### config.mk
export PLATFORM = sky130hd
export DESIGN_NAME = serial_frame_rx
export DESIGN_NICKNAME = d
export VERILOG_FILES = /design/src/rtl/serial_frame_rx.sv
export SDC_FILE = /design/constraint.sdc
export NUM_CORES = 1
export LEC_CHECK = 0
export CAP_MARGIN = 10
export CORE_ASPECT_RATIO = 1.25
export CORE_MARGIN = 5
export CORE_UTILIZATION = 45
export DETAILED_ROUTE_END_ITERATION = 8
export PLACE_DENSITY = 0.67
export SETUP_SLACK_MARGIN = 0.2
export SYNTH_ARGS = -nofsm -noshare
export SYNTH_HDL_FRONTEND = slang
export SYNTH_SLANG_ARGS = --single-unit
### constraint.sdc
create_clock -name clk -period 1.7 [get_ports clk]
set_clock_uncertainty 0.1 [all_clocks]
set_input_delay 0.17 -clock clk [delete_from_list [all_inputs] [get_ports clk]]
set_output_delay 0.17 -clock clk [all_outputs]
set_load 0.05 [all_outputs]
### src/rtl/serial_frame_rx.sv
// Serial frame receiver: start(1), WIDTH data bits LSB-first, parity, stop(0).
// Reassembles the word, flags parity/framing errors and counts errored frames.
module serial_frame_rx #(
    parameter int unsigned WIDTH      = 8,
    parameter bit          PARITY_ODD = 1'b0
) (
    input  logic             clk,
    input  logic             clr,
    input  logic             si,
    input  logic             en,
    output logic [WIDTH-1:0] q,
    output logic             valid,
    output logic             perr,
    output logic             ferr,
    output logic             busy,
    output logic [7:0]       errcnt
);

    localparam int unsigned CW = (WIDTH > 1) ? $clog2(WIDTH) : 1;

    typedef enum logic [1:0] {IDLE, DATA, PARITY, STOP} state_t;

    state_t           state;
    logic [CW-1:0]    cnt;
    logic [WIDTH-1:0] sh;
    logic             pe;

    always_ff @(posedge clk or posedge clr) begin
        if (clr) begin
            state  <= IDLE;
            cnt    <= '0;
            sh     <= '0;
            pe     <= 1'b0;
            q      <= '0;
            valid  <= 1'b0;
            perr   <= 1'b0;
            ferr   <= 1'b0;
            busy   <= 1'b0;
            errcnt <= '0;
        end else begin
            valid <= 1'b0;
            if (en) begin
                case (state)
                    IDLE: begin
                        if (si) begin
                            state <= DATA;
                            cnt   <= '0;
                            sh    <= '0;
                            busy  <= 1'b1;
                        end
                    end
                    DATA: begin
                        sh <= {si, sh[WIDTH-1:1]};
                        // Hold the counter on the last bit so it never wraps.
                        if (cnt == CW'(WIDTH - 1)) begin
                            state <= PARITY;
                        end else begin
                            cnt <= cnt + CW'(1);
                        end
                    end
                    PARITY: begin
                        pe    <= (^sh) ^ si ^ PARITY_ODD;
                        state <= STOP;
                    end
                    STOP: begin
                        q     <= sh;
                        perr  <= pe;
                        ferr  <= si;
                        valid <= 1'b1;
                        busy  <= 1'b0;
                        if ((pe || si) && (errcnt != 8'hFF)) begin
                            errcnt <= errcnt + 8'd1;
                        end
                        state <= IDLE;
                    end
                    default: state <= IDLE;
                endcase
            end
        end
    end

endmodule

==> summary.md <==
| Metric | Value |
|---|---|
| Power per cell area | roughly 1900 mW/mm² |
| Slew Limit Fails | 0 |
| First-pass GRT wire length | 6220 µm |
| Row cnt | 24 |
| DRC | 0 |
| Post-DP HPWL | about 2300 µm |
| Post-synth top area share | 54.1% |
| CTS Sinks | 34 |
| I/O Buffers | 23 |
| CTS root buf | clkbuf_8 |
| Core footprint | approximately 0.0034 mm² |
| HP Class | in2async |
| Layout cells sized above 1 | a little over half |
| DIE WIDTH | 62.9 µm |
| Sequential Area | about 860 µm² |
| CP max stage cell | dfrtp_1 |
| Area of the multi-input gates | roughly 870 µm² |
| Largest delay share family, worst path | compound AO/OA/AOI/OAI gates |
| DR vias/cell | 5.39 |
| Synth warn | 0 |
| Number of synthesized register bits | 34 |
| Required @ worst endpoint | roughly 1.8 ns |
| Slew Limit Headroom | just over 70% |
| ANT nets after route | 0 |
| Vias | about 1,200 |
| Num ports | 24 |
| Synth cell types | 28 |
| Fin. Hold Viols | 0 |
| Tcrit/Tclk final | roughly 94% |
| Worst IR drop on VDD | roughly 1600 µV |
| Cts hold-fix bufs | 0 |
| Total gr overflow | 0 |
| Area post-placement | 0.00193 mm² |
| Die area | roughly 0.0048 mm² |
| Min cycle time layout | 1.59 ns |
| Post-Syn Area | 0.00157 mm² |
| CTS clk-pin slew, worst paths | 0.07 ns |
| Crit path cell chain | inv_2 > ha_4 > a21oi_4 > o21ai_2 > a22o_1 |
| Final setup fails | 0 |
| Avg WL per Cell | roughly 16 µm |
| RePlAce Congestion | ~0.9 |
| H-Tree Depth | 2 |
| RSZ-0062 raised after global routing | true |
| WP data arrival | ~1.7 ns |
| Starting Density | 46.0% |
| Layout fillers | about 250 |
| Largest cells by area after synthesis | dfrtp_1 (54%), mux2_2 (9.3%), ha_1 (6.4%), a22o_1 (3.9%), xnor2_1 (2.8%) |
| Cts bufs inserted | 5 |
| P_leak | around 1.1 nW |
| Clk Latency, worst-skew pair | 0.28 ns |
| Die height | around 76 µm |
| Final net count | between 150 and 200 |
| Initial antenna violation count | 0 |
| Worst Tran Pin Value | ~0.43 ns |
| First drt pass iteration count | 4 |
| Total Wirelength | between 3000 and 4000 µm |
| Fmax | approximately 0.63 GHz |
| Hold_ws | around 0.19 ns |
| Max stage delay on crit path | about 0.41 ns |
| Final Cell Area | 0.00232 mm² |
| Status | complete, no violations |
| Post-Syn Instances | between 100 and 150 |
| Crit-path max FO | 5 |
| P&R area growth vs syn | 47.1% |
| Syn_area_per_cell | about 12 µm² |
| Max clock buf depth | 2 |
| Vias in the first global route | about 1,300 |
| Critical Path Source Type | flop |
| Crit path kind | reg2reg |
| CTS tree | built |
| Sequential-to-total area share from yosys stat | a little over half |
| DRC marker count from the first detailed-route iteration | between 60 and 70 |
| Buf/Inv on CP | 1 |
| # diodes | 0 |
| GRT Util Overall | 15.9% |
| Syn Nets | 140 |
| Endpoint class of the critical path | flop |
| Maxcap violations | 0 |
| Largest net degree at the start of global routing | 35 |
| Leading area contributor after synthesis | dfrtp_1 |
-- layout make-up --
type	count	area share, %
clock buffer	5	2.97
tap	39	2.11
inverter	9	1.46
multi-input combinational	84	37.8
clock inverter	3	1.73
timing repair buffer	48	16.9
sequential	34	37.1
-- worst paths after layout --
kind                       cells after the start      from        end  slack, ns
setup / recovery                               5  state[1]      sh[2]       0.11
hold / removal                                 3       clr       perr       0.19
setup reg to reg                               5  state[1]      sh[2]       0.11
min in group clk                               2      ferr       ferr       0.38
max in group asynchronous                      3       clr  errcnt[4]       0.98
hold reg to reg                                2      ferr       ferr       0.38
-- repair_timing --
item,4_1_cts,5_1_grt
gates cloned,1,0
endpoints found under the setup margin,27,30
hold endpoints to repair,0,0
buffers inserted,10,3
pin swaps,15,9
gates resized for setup,27,12
-- power breakdown --
part	switching, mW	internal, mW
clock network	0.283	0.431
logic	1.20	1.07
registers	0.299	1.09
-- Yosys cell counts --
cell	count
a31oi_1	1
nor3_1	1
xnor3_1	1
a22o_1	7
o22ai_1	1
o21ai_1	2
o21ai_0	4
o2bb2ai_1	3
nor2_1	5
ha_1	8
a22oi_1	3
and3_1	1
nand4_1	3
dfrtp_1	34
a21oi_1	3
xnor2_1	5
nand3_1	1
buf_2	2
o211a_1	2
and2_1	1
inv_1	9
nand2_1	8
mux2i_1	2
mux2_2	13
a21oi_2	1
o21ai_2	1
a211oi_1	1
xor2_1	5
-- registers in the layout, indices dropped and copies added, names as in the netlist --
signal  count
state       2
sh          8
pe          1
errcnt      8
perr        1
busy        1
q           8
ferr        1
cnt         3
valid       1
-- cell usage in the layout (no fill, tap or decap), types with 3 or more instances in the layout --
cell             count
xor2_1               5
ha_1                 3
mux2_4               9
a21oi_1              3
buf_4               40
a22o_1               7
clkdlybuf4s50_1      3
o21ai_2              3
dfrtp_2              7
clkbuf_8             5
a22oi_1              3
buf_6                4
xnor2_1              4
nand4_1              3
o2bb2ai_1            3
ha_4                 4
dfrtp_1             27
nand2_1              7
o21ai_0              3
inv_1                7
mux2_2               4
-- kinds of logic (layout without fill, tap and decap cells) --
| family | count (synthesis) | after routing | share of synthesized area [%] |
|---|---|---|---|
| AO/OA/AOI/OAI | 29 | 30 | 13.5 |
| adder cells (fa/ha/maj) | 8 | 8 | 6.36 |
| multiplexers | 15 | 15 | 10.6 |
| flip-flops | 34 | 34 | 54.1 |
| XOR/XNOR | 11 | 11 | 6.99 |
| AND/OR/NAND/NOR | 20 | 20 | 5.72 |
| buffers and inverters | 11 | 65 | 2.78 |
-- metrics by stage --
stage	utilization [%]	TNS (ns)	power (mW)	worst slack (ns)	instances
final	67.7	0	4.38	0.110	222
after global placement	56.3	-0.513	3.14	-0.0754	200
after CTS	65.5	0	4.27	0.123	219
after detailed placement	56.3	-1.17	3.21	-0.113	200
after global routing	67.7	0	4.67	0.0457	222
after floorplan	-	0	2.65	0.139	128
-- worst register-to-register path: cells and delay by family, from the launching register on --
kind                       cells  cell delay, ns
DFF                            1            0.41
AOI/OAI and AO/OA              3            0.68
buffers and inverters          1            0.10
adders and majority gates      1            0.19
-- layer usage --
metal	routed length (µm)	vias up	global-route usage, %	share of wire (%)
met5	0	-	0	0
met4	36	0	4.46	1.0
met3	123	4	4.28	3.4
met2	1920	24	26.2	54
met1	1490	605	20.2	42
li1	-	564	-	-
(Power assumes the default switching activity.)
